File: src/rtl/sobel_window_filter.sv
// ---------------------------------------------------------------------------
// sobel_window_filter
//
// Takes 3x3 pixel windows from the window generator. For each accepted
// window it computes a Sobel gradient magnitude in a three-stage pipeline.
// It also counts the windows accepted in a frame and pulses 'complete' once
// the last result has left the pipeline.
//
// Configuration macro:
//   SOBEL_THRESHOLD_EN  When defined, the output pixel is binarised against
//                       'threshold': 255 if the saturated magnitude is at
//                       least 'threshold', otherwise 0.
//                       When undefined, 'threshold' is unused and pix_out is
//                       the saturated magnitude.
//
// Ports:
//   clk        system clock; all logic on the rising edge
//   reset      synchronous, active-high reset
//   start      one-cycle pulse; begins a frame when idle
//   win_valid  in1..in9 carry a valid window this cycle
//   in1..in9   window pixels, row-major, unsigned 8-bit
//   threshold  binarisation level (SOBEL_THRESHOLD_EN builds only)
//   pix_out    filtered pixel; holds its value while pix_valid is low
//   pix_valid  pix_out carries a new result this cycle
//   busy       frame in progress (RUN or DRAIN)
//   complete   one-cycle pulse at the end of a frame
//   pix_count  windows accepted in the current or last frame
// ---------------------------------------------------------------------------
module sobel_window_filter #(
    parameter int NUM_PIX = 100,
    parameter int CNT_W   = 16
) (
    input  logic             clk,
    input  logic             reset,
    input  logic             start,
    input  logic             win_valid,
    input  logic [7:0]       in1,
    input  logic [7:0]       in2,
    input  logic [7:0]       in3,
    input  logic [7:0]       in4,
    input  logic [7:0]       in5,
    input  logic [7:0]       in6,
    input  logic [7:0]       in7,
    input  logic [7:0]       in8,
    input  logic [7:0]       in9,
    input  logic [7:0]       threshold,
    output logic [7:0]       pix_out,
    output logic             pix_valid,
    output logic             busy,
    output logic             complete,
    output logic [CNT_W-1:0] pix_count
);

    typedef enum logic [1:0] {
        ST_IDLE  = 2'd0,
        ST_RUN   = 2'd1,
        ST_DRAIN = 2'd2,
        ST_DONE  = 2'd3
    } state_t;

    // Count value held just before the final window of a frame is accepted.
    localparam logic [CNT_W-1:0] LAST_CNT = CNT_W'(NUM_PIX - 1);

    // Magnitude of a signed 11-bit gradient; |-1020..1020| fits in 10 bits.
    function automatic logic [9:0] abs_grad(input logic signed [10:0] g);
        logic [10:0] mag;
        if (g[10]) begin
            mag = 11'd0 - 11'(g);
        end else begin
            mag = 11'(g);
        end
        return mag[9:0];
    endfunction

    // Clamp an 11-bit magnitude sum to the 8-bit pixel range.
    function automatic logic [7:0] sat8(input logic [10:0] s);
        logic [7:0] r;
        if (s > 11'd255) begin
            r = 8'd255;
        end else begin
            r = s[7:0];
        end
        return r;
    endfunction

    state_t                   state_q, state_d;
    logic [CNT_W-1:0]         cnt_q, cnt_d;
    logic                     v1_q, v1_d, v2_q, v2_d, v3_q, v3_d;
    logic signed [10:0]       gx_q, gx_d, gy_q, gy_d;
    logic [9:0]               ax_q, ax_d, ay_q, ay_d;
    logic [7:0]               pix_out_q, pix_out_d;
    logic                     busy_q, busy_d, complete_q, complete_d;

    logic                     accept_s;
    logic [9:0]               pos_x_s, neg_x_s, pos_y_s, neg_y_s;
    logic [10:0]              sum_s;
    logic [7:0]               mag_s, res_s;
    logic                     unused_s;

    // The centre pixel carries no weight in either Sobel kernel.
`ifdef SOBEL_THRESHOLD_EN
    assign unused_s = ^in5;
`else
    assign unused_s = ^{in5, threshold};
`endif

    assign accept_s = (state_q == ST_RUN) && win_valid;

    // Pipeline datapath: gradients (S1), magnitudes (S2), combined pixel (S3).
    always_comb begin
        pos_x_s = {2'b00, in3} + {1'b0, in6, 1'b0} + {2'b00, in9};
        neg_x_s = {2'b00, in1} + {1'b0, in4, 1'b0} + {2'b00, in7};
        pos_y_s = {2'b00, in7} + {1'b0, in8, 1'b0} + {2'b00, in9};
        neg_y_s = {2'b00, in1} + {1'b0, in2, 1'b0} + {2'b00, in3};
        gx_d    = $signed({1'b0, pos_x_s}) - $signed({1'b0, neg_x_s});
        gy_d    = $signed({1'b0, pos_y_s}) - $signed({1'b0, neg_y_s});
        ax_d    = abs_grad(gx_q);
        ay_d    = abs_grad(gy_q);
        sum_s   = {1'b0, ax_q} + {1'b0, ay_q};
        mag_s   = sat8(sum_s);
`ifdef SOBEL_THRESHOLD_EN
        if (mag_s >= threshold) begin
            res_s = 8'd255;
        end else begin
            res_s = 8'd0;
        end
`else
        res_s = mag_s;
`endif
        // pix_out only changes when a result leaves the last stage.
        if (v2_q) begin
            pix_out_d = res_s;
        end else begin
            pix_out_d = pix_out_q;
        end
        v1_d = accept_s;
        v2_d = v1_q;
        v3_d = v2_q;
    end

    // Window counter: cleared by a start that opens a frame, bumped per accepted window.
    always_comb begin
        cnt_d = cnt_q;
        if ((state_q == ST_IDLE) && start) begin
            cnt_d = {CNT_W{1'b0}};
        end else if (accept_s) begin
            cnt_d = cnt_q + CNT_W'(1);
        end else begin
            cnt_d = cnt_q;
        end
    end

    // Next-state logic for the frame FSM.
    always_comb begin
        state_d = state_q;
        case (state_q)
            ST_IDLE: begin
                if (start) begin
                    state_d = ST_RUN;
                end else begin
                    state_d = ST_IDLE;
                end
            end
            ST_RUN: begin
                if (accept_s && (cnt_q == LAST_CNT)) begin
                    state_d = ST_DRAIN;
                end else begin
                    state_d = ST_RUN;
                end
            end
            ST_DRAIN: begin
                // Leave once the pipeline will be empty after this edge, so
                // complete lands one cycle after the final pix_valid.
                if (!(v1_d || v2_d || v3_d)) begin
                    state_d = ST_DONE;
                end else begin
                    state_d = ST_DRAIN;
                end
            end
            ST_DONE: begin
                state_d = ST_IDLE;
            end
            default: begin
                state_d = ST_IDLE;
            end
        endcase
    end

    // Output decode from the next state, so busy/complete leave the block registered.
    always_comb begin
        busy_d     = (state_d == ST_RUN) || (state_d == ST_DRAIN);
        complete_d = (state_d == ST_DONE);
    end

    // All state, pipeline and output registers; reset wins over everything.
    always_ff @(posedge clk) begin
        if (reset) begin
            state_q    <= ST_IDLE;
            cnt_q      <= {CNT_W{1'b0}};
            v1_q       <= 1'b0;
            v2_q       <= 1'b0;
            v3_q       <= 1'b0;
            gx_q       <= 11'sd0;
            gy_q       <= 11'sd0;
            ax_q       <= 10'd0;
            ay_q       <= 10'd0;
            pix_out_q  <= 8'd0;
            busy_q     <= 1'b0;
            complete_q <= 1'b0;
        end else begin
            state_q    <= state_d;
            cnt_q      <= cnt_d;
            v1_q       <= v1_d;
            v2_q       <= v2_d;
            v3_q       <= v3_d;
            gx_q       <= gx_d;
            gy_q       <= gy_d;
            ax_q       <= ax_d;
            ay_q       <= ay_d;
            pix_out_q  <= pix_out_d;
            busy_q     <= busy_d;
            complete_q <= complete_d;
        end
    end

    assign pix_out   = pix_out_q;
    assign pix_valid = v3_q;
    assign busy      = busy_q;
    assign complete  = complete_q;
    assign pix_count = cnt_q;

endmodule

File: config.mk
export PLATFORM = sky130hd
export DESIGN_NAME = sobel_window_filter
export DESIGN_NICKNAME = d
export VERILOG_FILES = /design/src/rtl/sobel_window_filter.sv
export SDC_FILE = /design/constraint.sdc
export NUM_CORES = 1
export LEC_CHECK = 0
export BUFFER_PORTS_ARGS = -buffer_cell sky130_fd_sc_hd__buf_2
export CORE_AREA = 2 2 122 95
export DETAILED_ROUTE_END_ITERATION = 10
export DIE_AREA = 0 0 124 97
export PLACE_DENSITY = 0.87
export SLEW_MARGIN = 20
export SYNTH_ARGS = -nofsm -noshare
export SYNTH_HDL_FRONTEND = slang
export SYNTH_SLANG_ARGS = --single-unit
File: constraint.sdc
create_clock -name clk -period 3.7 [get_ports clk]
set_clock_uncertainty 0.15 [all_clocks]
set_input_delay 0.185 -clock clk [delete_from_list [all_inputs] [get_ports clk]]
set_output_delay 0.185 -clock clk [all_outputs]
set_load 0.1 [all_outputs]
; Word level (Yosys, flattened, before mapping)
; Index checks and enable logic that the tools add are counted.
[totals]
reg_bits = 73
input_bits = 84
out_inout_bits = 27
word_cells = 49
[classes]
addsub = 14
order_cmp = 1
eq_ne = 7
muxes = 7
n_reduce_logical = 8
[op_table]
columns = operator, count
row1 = $add 10x8->10, 4
row2 = $add 8x9->10, 4
row3 = $sub 10x10->11, 2
row4 = $mux 10, 2
row5 = $sub 1x10->10 const A, 2
row6 = $add 16x1->16 const B, 1
row7 = $eq 16x7->1 const B, 1
row8 = $add 10x10->11, 1
row9 = $gt 11x8->1 const B, 1
row10 = $eq 2x2->1 const B, 4
row11 = $mux 8, 1
row12 = $pmux 2 s4, 1
row13 = $eq 2x1->1 const B, 2
row14 = $logic_and 1x1->1, 3
row15 = $logic_or 1x1->1, 3
row16 = $logic_not 2->1, 1
row17 = $mux 1, 2
row18 = $mux 2, 1
row19 = $reduce_or 2->1, 1

; Longest topological paths before layout
; Gate-level depths: netlist of run 1.
[depth]
ltp_word = 8
ltp_mapped = 15
mapped_depth_nobuf = 15

; Worst setup path after synthesis of run 1
; OpenSTA, ideal clock, no wires.
[synth_path]
kind = in2reg
from = input in1[2]
to = register gy_q[9]
setup_ns = 0.128
t_arrival_ns = 3.241
required_ns = 3.422
slack_ns = 0.181
cell_stages = 13
path_buffers = 0
path_cell_list = inv_1 > fa_1 > fa_1 > inv_1 > fa_1 > inv_1 > fa_1 > a21o_1 > a21oi_1 > o21ai_0 > a31oi_1 > xor2_1 > nor2_1
[synth_between]
elab_chain_cells = 3
[synth_lines]
columns = item, line
row1 = from (decl), 37  ; input logic [7:0] in1,
row2 = $add 8x9->10, 114  ; neg_y_s = {2'b00, in1} + {1'b0, in2, 1'b0} + {2'b00, in3};
row3 = $add 10x8->10, 114
row4 = $sub 10x10->11, 116  ; gy_d = $signed({1'b0, pos_y_s}) - $signed({1'b0, neg_y_s});
row5 = to (signal assigned), 217  ; gy_q <= gy_d;
row6 = to (decl), 89  ; logic signed [10:0] gx_q, gx_d, gy_q, gy_d;
; Every way passes these cells.
; A chain may end at the register's enable or synchronous reset.

; Worst setup path in the final report of run 1
; Ends and elaborated chain as after synthesis.

==> results.py, run 1 <==
metrics = {
    "status": {
        "outcome": "finished clean",
    },
    "synth": {
        "synth_edf_count": 0,
        "ys.flop_type": "dfxtp_1",
        "synth_most_common_cell": "inv_1",
        "synth_seq_cells": 73,
        "syn_area_mm2": 0.00539,
        "synthesis.nets": 776,
        "async_flop_share_pct": 0,
        "yosysWarnings": 0,
        "synthDistinctLibCells": 44,
        "synth.largest_area_cell": "dfxtp_1",
        "synth.yosys.seq_area_share_pct": 27.1,
        "synth_top_area_share_pct": 27.1,
        "netlist_instances": 591,
        "synthTopCellsByCount": "inv_1 (139), dfxtp_1 (73), fa_1 (63), nor2_1 (61), ha_1 (38)",
        "synthTopCellsByArea": "dfxtp_1 (27%), fa_1 (23%), inv_1 (9.7%), ha_1 (8.8%), xor2_1 (5.0%)",
        "avgSynthCellArea_um2": 9.12,
    },
    "setup_path": {
        "crit_top_cell": "fa_1",
        "critPathBufInv": 4,
        "cpMaxStageDelayCell": "fa_1",
        "cp.required_ns": 3.74,
        "path_max_fanout": 3,
        "critPathKind": "primary input to register",
        "cp_cell_sequence": "buf_2 -> inv_1 -> fa_1 -> fa_1 -> inv_1 -> fa_1 -> inv_1 -> fa_1 -> a21o_1 -> a21oi_1 -> o21ai_0 -> a31oi_1 -> xor2_1 -> nor2_1",
        "path_depth": 14,
        "crit_family": "adder cells",
        "cp-end-kind": "register",
        "slowest_delay_ns": 0.55,
        "start_kind": "primary input",
        "arrival_ns": 3.48,
        "reg2regPathDepth": 9,
    },
    "clock_network": {
        "clkSinkCount": 73,
        "htree_num_levels": 3,
        "cts_resized": 0,
        "clockBufferDepth": 2,
        "clkLatencyLatePin_ns": 0.33,
        "cts_tree": "yes",
        "root_buffer": "clkbuf_16",
        "cts_setup_buffers": 0,
        "cts_made_buffers": 9,
        "clk_pin_slew_ns": 0.06,
        "cts.hold.buffers_added": 0,
    },
    "sta": {
        "slew_headroom_pct": 61.4,
        "finalHoldViolations": 0,
        "finalSetupViolations": 0,
        "min_period_ns": 3.44,
        "rsz0062_at_grt": "no",
        "period_share_pct": 92.9,
        "drv_slew": 0,
        "fmax_mhz": 291,
        "worst_pin_slew_ns": 0.580,
    },
    "power_and_ir_drop": {
        "p_per_area_mw_per_mm2": 649,
        "p_leak_nw": 3.24,
        "p_total_mw": 4.12,
        "ir_drop_mv": 0.353,
    },
    "detailed_routing": {
        "viasPerCell": 4.92,
        "first_pass_iters": 4,
        "ant_nets": 0,
        "drc": 0,
        "wl_per_cell_um": 12.2,
        "wirelength_mm": 10.2,
        "via_count": 4111,
        "drt-initial-drc-count": 189,
    },
    "layout": {
        "area_growth_pct": 17.6,
        "layout-drive-gt1-share_pct": 17.4,
        "fin_cells": 836,
        "nets": 876,
        "antenna_cells": 0,
        "fin_area_mm2": 0.00634,
    },
    "place": {
        "hpwl_mm": 8.41,
        "gp_congestion": 0.834,
        "portBuffers": 94,
        "dp_cells": 820,
        "placed_cell_area_mm2": 0.00604,
    },
    "floorplanning": {
        "die_w_um": 124,
        "coreArea_mm2": 0.0107,
        "start_util_pct": 50.2,
        "row_count": 33,
        "dieHeight_um": 97,
        "die_area_mm2": 0.0120,
        "ios": 111,
    },
    "hold_path": {
        "whs_path_depth": 4,
        "hold_path_class": "primary input to register",
    },
    "global_route": {
        "grt_max_degree": 59,
        "grt_antenna_before_repair": 0,
        "first_global_vias": 4124,
        "grt_usage_pct": 18.7,
        "grt_pass1_wl_mm": 18.2,
        "gr-total-overflow": 0,
    },
    "run": {
        "maxCapViolations": 0,
    },
}
worst paths after layout:
| kind | start | end | slack, ns |
|---|---|---|---|
| min reg2reg | v1_q$_SDFF_PP0_ | v2_q$_SDFF_PP0_ | 0.32 |
| max | in1[2] | gy_q[9]$_SDFF_PP0_ | 0.26 |
| min | start | state_q[0]$_SDFF_PP0_ | 0.19 |
| max reg2reg | ax_q[0]$_SDFF_PP0_ | pix_out[4]$_SDFFE_PP0P_ | 1.25 |
power by group:
| group | leakage [nW] | internal [mW] | switching, mW |
|---|---|---|---|
| logic | 2.49 | 0.986 | 1.17 |
| registers | 0.600 | 0.978 | 0.123 |
| clock network | 0.143 | 0.527 | 0.335 |
| total | 3.24 | 2.49 | 1.63 |
cell usage in the layout (no fill, tap or decap), drive strengths merged, types with 2 or more instances in the layout:
cell type,count
o31ai,6
nand2,23
nand4,6
nor3,7
fa,63
a211o,2
nor2b,17
dfxtp,73
nor4,5
ha,38
and3,5
clkinvlp,2
a21oi,16
a31oi,4
a211oi,10
or4,3
or3,9
nor2,61
a21o,9
buf,100
mux2i,4
clkbuf,9
inv,142
o21bai,4
xor2,31
o21ai,16
xnor2,13
nand2b,3
worst reg2reg max path, delay by kind of cell, from the launching register on:
kind	cells	cell delay (ns)
flops	1	0.31
fa+ha+maj	2	0.60
compound gates	4	0.92
buf+inv	1	0.07
simple gates	2	0.27
cells by family after synthesis:
family / count (synthesis) / share of synthesized area [%]
XOR/XNOR: 44 / 7.15
buffers and inverters: 150 / 10.5
multiplexers: 4 / 0.742
adder cells (fa/ha/maj): 101 / 32.2
AND/OR/NAND/NOR: 143 / 12.8
AO/OA/AOI/OAI: 76 / 9.54
flip-flops: 73 / 27.1
sequential cells by signal, summed over array words and instances, names as in the netlist, 2 cells and up:
name       flops
gx_q          11
state_q        2
gy_q          11
pix_count     16
ax_q          10
ay_q          10
pix_out        8
stage by stage:
stage                     utilization [%]  setup TNS, ns  setup slack, ns  hold slack [ns]
final                                59.1              0            0.261            0.186
after global routing                 59.1              0           0.0678            0.213
after CTS                            59.1              0            0.237            0.181
after detailed placement             56.3         -0.203           -0.101            0.306
after global placement               56.3        -0.0177          -0.0142            0.299
after floorplan                         -              0            0.181            0.188
layout make-up:
| cell class | instances | area [µm²] |
|---|---|---|
| clock buffer | 9 | 225 |
| inverter | 139 | 522 |
| sequential | 73 | 1460 |
| fill | 914 | 4390 |
| clock inverter | 7 | 76.3 |
| timing repair buffer | 100 | 515 |
| multi-input combinational | 368 | 3370 |
| tap | 140 | 175 |
metal layers:
metal,track usage [%],part of all wire (%),wire (µm),up-vias
met5,0,0,0,-
met4,6.14,1.8,184,0
met3,3.60,4.5,463,18
met2,31.4,48,4950,100
met1,24.2,45,4620,1943
li1,-,-,-,2050
(Power assumes the default switching activity.)
==> run 2: changes to the inputs <==
--- a/config.mk
+++ b/config.mk
@@ -6,10 +6,10 @@
 export NUM_CORES = 1
 export LEC_CHECK = 0
 export BUFFER_PORTS_ARGS = -buffer_cell sky130_fd_sc_hd__buf_2
-export CORE_AREA = 2 2 122 95
+export CORE_AREA = 2 2 119 92
 export DETAILED_ROUTE_END_ITERATION = 10
-export DIE_AREA = 0 0 124 97
-export PLACE_DENSITY = 0.87
+export DIE_AREA = 0 0 121 94
+export PLACE_DENSITY = 0.88
 export SLEW_MARGIN = 20
 export SYNTH_ARGS = -nofsm -noshare
 export SYNTH_HDL_FRONTEND = slang
==> constraint.sdc (replaced) <==
create_clock -name clk -period 4.3 [get_ports clk]
set_clock_uncertainty 0.15 [all_clocks]
set_input_delay 0.215 -clock clk [delete_from_list [all_inputs] [get_ports clk]]
set_output_delay 0.215 -clock clk [all_outputs]
set_load 0.1 [all_outputs]
==> results.py, run 2 (synthesis gave the netlist of run 1 again) <==
metrics = {
    "hold_path": {
        "whs_path_depth": 4,
        "hold_path_class": "primary input to register",
    },
    "sta": {
        "finalHoldViolations": 0,
        "drv_slew": 0,
        "setup_ws_ns": 0.749,
        "rsz0062_at_grt": "no",
        "finalSetupViolations": 0,
        "period_share_pct": 82.6,
        "slew_headroom_pct": 33.6,
        "min_period_ns": 3.55,
        "setup_tns_ns": 0,
        "worst_pin_slew_ns": 0.996,
        "fmax_mhz": 282,
    },
    "clock_network": {
        "cts_setup_buffers": 0,
        "cts.hold.buffers_added": 0,
        "cts_resized": 0,
        "clockBufferDepth": 2,
        "cts_tree": "yes",
        "root_buffer": "clkbuf_16",
        "clkSinkCount": 73,
        "htree_num_levels": 3,
        "clk_pin_slew_ns": 0.06,
        "cts_made_buffers": 9,
        "clkLatencyLatePin_ns": 0.33,
    },
    "floorplanning": {
        "coreArea_mm2": 0.0101,
        "dieHeight_um": 94,
        "start_util_pct": 53.2,
        "ios": 111,
        "row_count": 32,
        "die_w_um": 121,
        "die_area_mm2": 0.0114,
    },
    "detailed_routing": {
        "wl_per_cell_um": 13.4,
        "wirelength_mm": 11.0,
        "drc": 0,
        "ant_nets": 0,
        "via_count": 4157,
        "drt-initial-drc-count": 221,
        "first_pass_iters": 5,
        "viasPerCell": 5.04,
    },
    "setup_path": {
        "path_max_fanout": 3,
        "critPathBufInv": 4,
        "reg2regPathDepth": 6,
        "crit_top_cell": "fa_1",
        "critPathKind": "primary input to register",
        "cp_cell_sequence": "buf_2 -> inv_1 -> fa_1 -> fa_1 -> inv_1 -> fa_1 -> inv_1 -> fa_1 -> a21o_1 -> a21oi_1 -> o21ai_0 -> a31oi_1 -> xor2_1 -> nor2_1",
        "cpMaxStageDelayCell": "fa_1",
        "cp.required_ns": 4.33,
        "slowest_delay_ns": 0.56,
        "crit_family": "adder cells",
        "arrival_ns": 3.58,
        "cp-end-kind": "register",
        "path_depth": 14,
        "start_kind": "primary input",
    },
    "run": {
        "maxCapViolations": 0,
    },
    "layout": {
        "nets": 870,
        "fin_cells": 825,
        "final_common_cell": "inv_1",
        "layout-drive-gt1-share_pct": 16.5,
        "area_growth_pct": 17.0,
        "antenna_cells": 0,
        "final_cell_mix": "inv_1 (139), buf_2 (94), dfxtp_1 (73)",
        "largest_register_ffs": 16,
    },
    "power_and_ir_drop": {
        "netSwitchingFraction_pct": 39.3,
        "p_per_area_mw_per_mm2": 566,
        "seq_power_share_pct": 26.8,
        "p_total_mw": 3.57,
        "ir_drop_mv": 0.248,
        "p_leak_nw": 3.21,
        "combPwrFrac_pct": 51.0,
        "clkPwrFrac_pct": 22.2,
        "p_switching_mw": 1.40,
        "p_int_mw": 2.17,
    },
    "global_route": {
        "first_global_vias": 4331,
        "busiest_layer": "met2",
        "met2_usage_pct": 36.7,
        "grt_pass1_wl_mm": 19.1,
        "use_met1_pct": 25.8,
        "grt_util_met3_pct": 4.25,
        "gr-total-overflow": 0,
        "grt_max_degree": 59,
        "grt_usage_pct": 20.9,
        "grt_antenna_before_repair": 0,
    },
    "place": {
        "gp_congestion": 0.866,
        "dp_cells": 810,
        "pre_cts_slack_ns": 0.418,
        "portBuffers": 94,
        "hpwl_mm": 8.78,
    },
    "status": {
        "outcome": "finished clean",
    },
}
-- run 2: changes by cell type in the layout (fill, tap and decap cells not counted), sizes merged --
| cell | previous run | this run |
|---|---|---|
| buf | 100 | 94 |
| inv | 142 | 139 |
| bufinv | 1 | 2 |
| clkbuf | 9 | 10 |
-- run 2: per-layer routing --
metal / part of all wire, % / wire [µm]
met5: 0 / 0
met4: 1.3 / 147
met3: 4.9 / 535
met2: 51 / 5580
met1: 43 / 4770
-- run 2: worst register-to-register path, stage by stage (launching register included) --
cell      delay, ns
dfxtp_1        0.31
ha_1           0.40
a21o_1         0.24
or4_1          0.40
o211a_1        0.26
a311oi_4       0.44
a211oi_1       0.14
-- run 2: per-stage QoR --
stage	util, %	hold WS [ns]	instance area [µm²]
global route	62.3	0.238	6310
detailed placement	59.1	0.324	5990
CTS	62.3	0.190	6310
floorplan	-	0.218	5390
finish	62.3	0.188	6310
global placement	59.1	0.299	5990
-- run 2: final timing paths --
path	end	start	slack, ns
hold reg to reg	ay_q[9]$_SDFF_PP0_	gy_q[9]$_SDFF_PP0_	0.33
setup / recovery	gy_q[9]$_SDFF_PP0_	in1[2]	0.75
hold / removal	state_q[0]$_SDFF_PP0_	start	0.19
setup reg to reg	pix_out[0]$_SDFFE_PP0P_	ax_q[7]$_SDFF_PP0_	1.79
-- run 2: power by group through the flow --
stage	combinational (mW)	clock, mW	sequential (mW)
after global routing	2.07	0.839	0.971
after global placement	1.70	0	0.955
after detailed placement	1.79	0	0.963
after CTS	1.82	0.805	0.954
after floorplan	1.42	0	0.947
final	1.82	0.793	0.956
-- run 2: area by class of cell --
| type | count | area, µm² |
|---|---|---|
| tap | 136 | 170 |
| fill | 811 | 3820 |
| clock buffer | 10 | 239 |
| timing repair buffer | 94 | 470 |
| sequential | 73 | 1460 |
| multi-input combinational | 368 | 3370 |
| inverter | 139 | 522 |
| clock inverter | 5 | 80.1 |
